## src/rtl/vram_wr_arbiter.sv

```systemverilog
// rtl/vram_wr_arbiter.sv - VRAM port arbiter: posted CPU write FIFO drained around VGA scanout reads
//
// Ports:
//   clk, clr                 system clock, synchronous active-high reset
//   cpu_we/addr/data         CPU store into VRAM space; never stalled
//   vga_req/addr             scanout read request; always wins the RAM port
//   vga_data, vga_valid      scanout read data, valid one cycle after the request
//   ram_we/addr/din/dout     single-port synchronous VRAM
//   ovf_clr                  clears the sticky overflow flag
//   wbuf_full/empty/level    write FIFO status, derived from the registered count
//   wbuf_ovf                 sticky: a CPU write was dropped because the FIFO was full

module vram_wr_arbiter #(
    parameter int AW    = 13,
    parameter int DW    = 32,
    parameter int DEPTH = 4
) (
    input  logic                     clk,
    input  logic                     clr,
    input  logic                     cpu_we,
    input  logic [31:0]              cpu_addr,
    input  logic [DW-1:0]            cpu_data,
    input  logic                     vga_req,
    input  logic [AW-1:0]            vga_addr,
    output logic [DW-1:0]            vga_data,
    output logic                     vga_valid,
    output logic                     ram_we,
    output logic [AW-1:0]            ram_addr,
    output logic [DW-1:0]            ram_din,
    input  logic [DW-1:0]            ram_dout,
    input  logic                     ovf_clr,
    output logic                     wbuf_full,
    output logic                     wbuf_empty,
    output logic [$clog2(DEPTH):0]   wbuf_level,
    output logic                     wbuf_ovf
);

    localparam int PW = $clog2(DEPTH);
    localparam int LW = PW + 1;

    logic [AW-1:0] addr_mem [DEPTH];
    logic [DW-1:0] data_mem [DEPTH];

    logic [PW-1:0] wr_ptr;
    logic [PW-1:0] rd_ptr;
    logic [LW-1:0] count;
    logic          ovf_q;
    logic          valid_q;

    logic          full;
    logic          empty;
    logic          push;
    logic          pop;

    // Byte address bits outside the VRAM word index are not decoded here.
    logic unused_addr_bits;
    assign unused_addr_bits = ^{cpu_addr[31:AW+2], cpu_addr[1:0]};

    // Status comes straight from the registered count, so there is no
    // combinational path from cpu_we to any flag.
    assign full  = (count == LW'(DEPTH));
    assign empty = (count == '0);

    // Full is judged on the registered count only: a pop in the same cycle
    // does not make room for the push.
    assign push = cpu_we & ~full;
    assign pop  = ~vga_req & ~empty;

    always_ff @(posedge clk) begin
        if (clr) begin
            wr_ptr  <= '0;
            rd_ptr  <= '0;
            count   <= '0;
            ovf_q   <= 1'b0;
            valid_q <= 1'b0;
        end else begin
            if (push) begin
                wr_ptr <= wr_ptr + PW'(1);
            end
            if (pop) begin
                rd_ptr <= rd_ptr + PW'(1);
            end
            case ({push, pop})
                2'b10:   count <= count + LW'(1);
                2'b01:   count <= count - LW'(1);
                default: count <= count;
            endcase
            // A drop in the same cycle as ovf_clr wins so no overflow is lost.
            if (cpu_we && full) begin
                ovf_q <= 1'b1;
            end else if (ovf_clr) begin
                ovf_q <= 1'b0;
            end
            valid_q <= vga_req;
        end
    end

    // Entry storage needs no reset; occupancy is tracked by the pointers.
    always_ff @(posedge clk) begin
        if (push) begin
            addr_mem[wr_ptr] <= cpu_addr[AW+1:2];
            data_mem[wr_ptr] <= cpu_data;
        end
    end

    // Fixed priority: scanout read, then FIFO head write, else idle.
    always_comb begin
        ram_we   = 1'b0;
        ram_addr = vga_addr;
        ram_din  = data_mem[rd_ptr];
        if (!vga_req && !empty) begin
            ram_we   = 1'b1;
            ram_addr = addr_mem[rd_ptr];
        end
    end

    assign vga_data   = ram_dout;
    assign vga_valid  = valid_q;
    assign wbuf_full  = full;
    assign wbuf_empty = empty;
    assign wbuf_level = count;
    assign wbuf_ovf   = ovf_q;

endmodule
```

## config.mk

```make
export PLATFORM = sky130hd
export DESIGN_NAME = vram_wr_arbiter
export DESIGN_NICKNAME = d
export VERILOG_FILES = /design/src/rtl/vram_wr_arbiter.sv
export SDC_FILE = /design/constraint.sdc
export NUM_CORES = 1
export LEC_CHECK = 0
export CAP_MARGIN = 0
export CORE_MARGIN = 1.5
export CORE_UTILIZATION = 32
export DETAILED_ROUTE_END_ITERATION = 8
export GPL_ROUTABILITY_DRIVEN = 0
export GPL_TIMING_DRIVEN = 0
export HOLD_SLACK_MARGIN = 0.1
export PLACE_DENSITY = 0.56
export SLEW_MARGIN = 20
export SYNTH_ARGS = -nofsm -noshare
export SYNTH_HDL_FRONTEND = slang
export SYNTH_SLANG_ARGS = --single-unit
```

## constraint.sdc

```tcl
create_clock -name clk -period 2.7 [get_ports clk]
set_input_delay 0.81 -clock clk [delete_from_list [all_inputs] [get_ports clk]]
set_output_delay 0.81 -clock clk [all_outputs]
set_load 0.02 [all_outputs]
```

Yosys cells after proc, flatten, opt, wreduce, memory -nomap -nowiden
Memory sizes are Yosys's and may differ from the RTL's. A register that Yosys moved wholly into a read port is not among the register bits.
Index checks and enable logic that the tools add are counted.

word-level totals
  RAM bits = 180
  output and inout bits = 85
  flip-flop bits (word level) = 9
  memories = 2
  logic and storage cells = 37

memories
  name      words  width  read ports  clocked after memory_dff  write ports  line  source
  data_mem  4      32     1           1                         1            42    logic [DW-1:0] data_mem [DEPTH];
  addr_mem  4      13     1           1                         1            41    logic [AW-1:0] addr_mem [DEPTH];

operators by class
  bitwise gates (word level) = 5
  muxes and demuxes = 11
  add/subtract/negate cells = 4
  equal/unequal tests = 3
  reduce and logical (&&, ||, !) cells = 7

operator list
  kind                                                                    count
  13-bit 2-to-1 mux                                                       1
  2-bit 2-to-1 mux                                                        4
  3-bit case mux with 2 select lines                                      1
  1-bit 2-to-1 mux                                                        5
  2-bit by 1-bit adder with 2-bit output (second input constant)          2
  2-bit nonzero test                                                      2
  3-bit by 1-bit adder with 3-bit output (second input constant)          1
  3-bit equality test (second input constant)                             1
  3-bit logical NOT                                                       1
  1-bit inverter                                                          3
  3-bit by 1-bit subtractor with 3-bit output (second input constant)     1
  1-bit AND                                                               2
  2-bit by 1-bit equality test with 1-bit output (second input constant)  1
  2-bit equality test (second input constant)                             1
  1-bit logical AND                                                       2
  1-bit logical NOT                                                       2

Logic depth before layout (Yosys ltp)
  depth after elaboration = 5
  depth in mapped cells = 11
  mapped depth without buffers = 10

Least setup slack after synthesis
No wires, ideal clock.

  path kind = in2reg
  start = in vga_req
  end = reg count[2] (netlist: wbuf_level[2])
  setup slack = 0.101 ns
  arrival time = 2.529 ns
  data required time = 2.629 ns
  stages on the path = 8
  buffers on the path = 1
  cells stage by stage = nor2_1 buf_4 ha_1 inv_1 fa_1 xor2_1 or3_1 a21oi_1

between the ends
  cells in the longest elaborated chain, start to end = 4
  elaborated cells on any way between the ends = 6
  classes of those cells = 2 x eq/ne; 1 x mux; 2 x bitwise; 1 x reduce/logical

RTL lines
  item                                                                                   line  source
  start, declared                                                                        23    input logic vga_req,
  1-bit inverter (*)                                                                     67    assign pop = ~vga_req & ~empty;
  1-bit AND (*)                                                                          67
  2-bit by 1-bit equality test with 1-bit output or 2-bit equality test (tied branches)  83    case ({push, pop})
  3-bit case mux with 2 select lines or 2-bit nonzero test (tied branches)               n/a
  end signal, assigned                                                                   84    2'b10: count <= count + LW'(1);
  end signal, assigned                                                                   85    2'b01: count <= count - LW'(1);
  end signal, assigned                                                                   86    default: count <= count;
  end, declared                                                                          46    logic [LW-1:0] count;

Mark *: on every way between the ends. The rest lies on a longest branch, timed or not.
A chain may end at the register's enable or synchronous reset.

==> results.json <==
{
  "outcome": "finished with violations",
  "violations": "setup timing",
  "avgSynthCellArea_um2": 21.8,
  "post_drt_wl_per_cell_um": 17.7,
  "synth-main-ff-cell": "edfxtp_1",
  "synth_top_area_share": 0.723,
  "drc": 0,
  "crit_end": "ram_addr[5]",
  "path_class": "register to output port",
  "synth_common_cells": "edfxtp_1 (180), mux4_2 (38), buf_4 (36)",
  "drive_above_1_share": 0.378,
  "timing.final.ws_setup_ns": -0.0785,
  "placedCellCount": 806,
  "swShare": 0.283,
  "start_util": 0.328,
  "worstSetupEndpointType": "output port",
  "grtUsageTotal": 0.127,
  "setup_viol": 32,
  "power_density_nw_per_um2": 874,
  "relSlewSlack": 0.697,
  "die_x_um": 156,
  "reg2reg_to": "wbuf_level[2]$_SDFFE_PP0P_",
  "cts-htree-levels": 4,
  "ir_drop_uv": 390,
  "clock_sinks": 191,
  "drt-total-wl_um": 15000,
  "finalNetCount": 642,
  "dpl.hpwl_um": 9580,
  "ant_nets": 0,
  "regArea_um2": 5630,
  "critical_path.max_fanout": 5,
  "drv_slew": 0,
  "crit_arrival_ns": 1.97,
  "synth.most_common_cell": "edfxtp_1",
  "fin_cells": 848,
  "globalRouteOverflowTotal": 0,
  "total_power_w": 0.00894,
  "finClkSkew_ns": 0.00803,
  "clockPowerShare": 0.284,
  "hold_path_class": "register to register",
  "grt_pass1_wl_um": 22700,
  "regToRegSetupSlack_ns": 0.17,
  "timing.rr.start": "wbuf_level[1]$_SDFFE_PP0P_",
  "power_frac_seq": 0.403,
  "path_cells": "buf_6 > buf_4 > mux4_2 > mux2_2 > buf_2",
  "max_cap_violations": 0,
  "synth-edff-count": 180,
  "max-clock-path-buffers": 2,
  "fin_crit_ns": 2.78,
  "num_vias": 3800,
  "root_buffer": "clkbuf_16",
  "clkTransAtPathRegs_ns": 0.07,
  "pin_count": 199,
  "fp.coreArea_um2": 22800,
  "synth_nets": 463,
  "synth_seq_cells": 191,
  "cts_buffers": 17,
  "die_area_um2": 24300,
  "p_leak_nw": 3.48,
  "cp-start-kind": "register",
  "core.rowCount": 55,
  "multi_input_area_um2": 1510,
  "setup_tns_ns": -0.598,
  "min_period_over_period": 1.03,
  "reg2reg_depth": 11,
  "yosys-top-cells-area": "edfxtp_1 (72%), mux4_2 (11%), buf_4 (3.6%), dfxtp_1 (2.9%), mux4_1 (2.5%)",
  "max_freq_mhz": 360,
  "syn_to_final_growth_pct": 36.8,
  "vias_per_cell": 4.48,
  "hold_viol": 0,
  "yosys_warnings": 0,
  "slowest_stage": "mux4_2",
  "cts_tree": "done",
  "first_pass_iters": 4,
  "synth_area_um2": 7480,
  "yosysTopAreaCell": "edfxtp_1",
  "place_area_um2": 9430,
  "critPathRequiredTime_ns": 1.89,
  "rsz0062_at_grt": "yes",
  "antenna_found_initial": 0,
  "async_reset_ff_frac": 0,
  "internal-power_w": 0.00641,
  "numPortBuffers": 146,
  "fill_cells": 2006,
  "drtIter0Drc": 203,
  "p_sw_w": 0.00253,
  "n_antenna_cell": 0,
  "grt_max_degree": 28,
  "insertion_delay_ns": 0.42,
  "grt_pass1_vias": 4060,
  "syn_inst": 343,
  "critPathMaxStageDelay_ns": 0.52,
  "die_h_um": 156,
  "p_comb_frac": 0.313,
  "max_slew.worst_pin.slew_ns": 0.455,
  "fin_area_um2": 10200,
  "synth.distinct_cells": 26,
  "ys_seq_area_frac": 0.752
}
[worst min path at each step]
stage | from | to | depth (start not counted)
after global placement | rd_ptr[1]$_SDFFE_PP0N_ | rd_ptr[1]$_SDFFE_PP0N_ | 2
final | rd_ptr[1]$_SDFFE_PP0N_ | rd_ptr[1]$_SDFFE_PP0N_ | 2
after detailed placement | rd_ptr[1]$_SDFFE_PP0N_ | register | 2
after floorplan | rd_ptr[1]$_SDFFE_PP0N_ | register | 2
after CTS | rd_ptr[1]$_SDFFE_PP0N_ | register | 2
after global routing | rd_ptr[1]$_SDFFE_PP0N_ | register | 2
[layout make-up]
cell class | instances | area share
sequential | 191 | 0.550
timing repair buffer | 161 | 0.164
multi-input combinational | 98 | 0.148
clock buffer | 17 | 0.0416
tap | 313 | 0.0383
buffer | 44 | 0.0378
clock inverter | 15 | 0.0168
inverter | 9 | 0.00330
[per-stage QoR]
| step | hold slack, ns | utilization | worst slack [ns] |
|---|---|---|---|
| after detailed placement | 0.488 | 0.414 | -0.950 |
| after global routing | 0.526 | 0.449 | -0.149 |
| after floorplan | 0.453 | - | 0.101 |
| after CTS | 0.499 | 0.444 | -0.143 |
| after global placement | 0.462 | 0.410 | -1.28 |
| final | 0.488 | 0.449 | -0.0785 |
[registers in the layout, summed over array words and instances (netlist names), named ones only]
register    count
wbuf_ovf        1
wbuf_level      3
vga_valid       1
rd_ptr          2
data_mem      128
addr_mem       52
wr_ptr          2
[layer usage]
metal	part of all wire	GRT usage	up-vias
li1	-	-	1720
met1	0.42	0.150	1936
met2	0.51	0.223	139
met3	0.064	0.0392	5
met4	0.0069	0.0358	0
met5	0	0	-
[critical path, delay by kind of cell (launching register included)]
family | cells | cell delay, ns
muxes | 2 | 0.79
DFF | 1 | 0.32
buffers and inverters | 3 | 0.43
[cell families after synthesis]
kind of cell | Yosys count | share of synthesized area
AND/OR/NAND/NOR | 19 | 0.0154
adder cells (fa/ha/maj) | 6 | 0.0110
XOR/XNOR | 2 | 0.00234
multiplexers | 58 | 0.161
AO/OA/AOI/OAI | 13 | 0.00903
buffers and inverters | 54 | 0.0492
flip-flops | 191 | 0.752
[timing repair]
item | 4_1_cts | 5_1_grt
pin swaps | 1 | 0
gates cloned | 3 | 0
hold buffers | 0 | 0
resized for setup | 252 | 49
setup buffers | 6 | 5
endpoints found under the setup margin | 48 | 44
[placed cells by master, fill, tap and decap left out, types with 3 or more instances in the layout]
cell type        count
clkbuf_16           17
inv_8                3
buf_6               37
inv_6                5
clkdlybuf4s50_1     98
mux4_2              45
buf_4               38
edfxtp_1           180
nor2_1               5
ha_1                 5
mux2_4              11
and3_4               4
buf_12              13
o21ai_0              4
inv_1                8
buf_2               12
a21oi_1              8
dfxtp_1              9
[power groups by stage]
stage,sequential (W),combinational [W],clock (W)
after floorplan,0.00368,0.00147,0
after global placement,0.00368,0.00248,0
after detailed placement,0.00367,0.00254,0
after CTS,0.00361,0.00272,0.00261
after global routing,0.00363,0.00300,0.00273
final,0.00361,0.00280,0.00254
(Power assumes the default switching activity.)
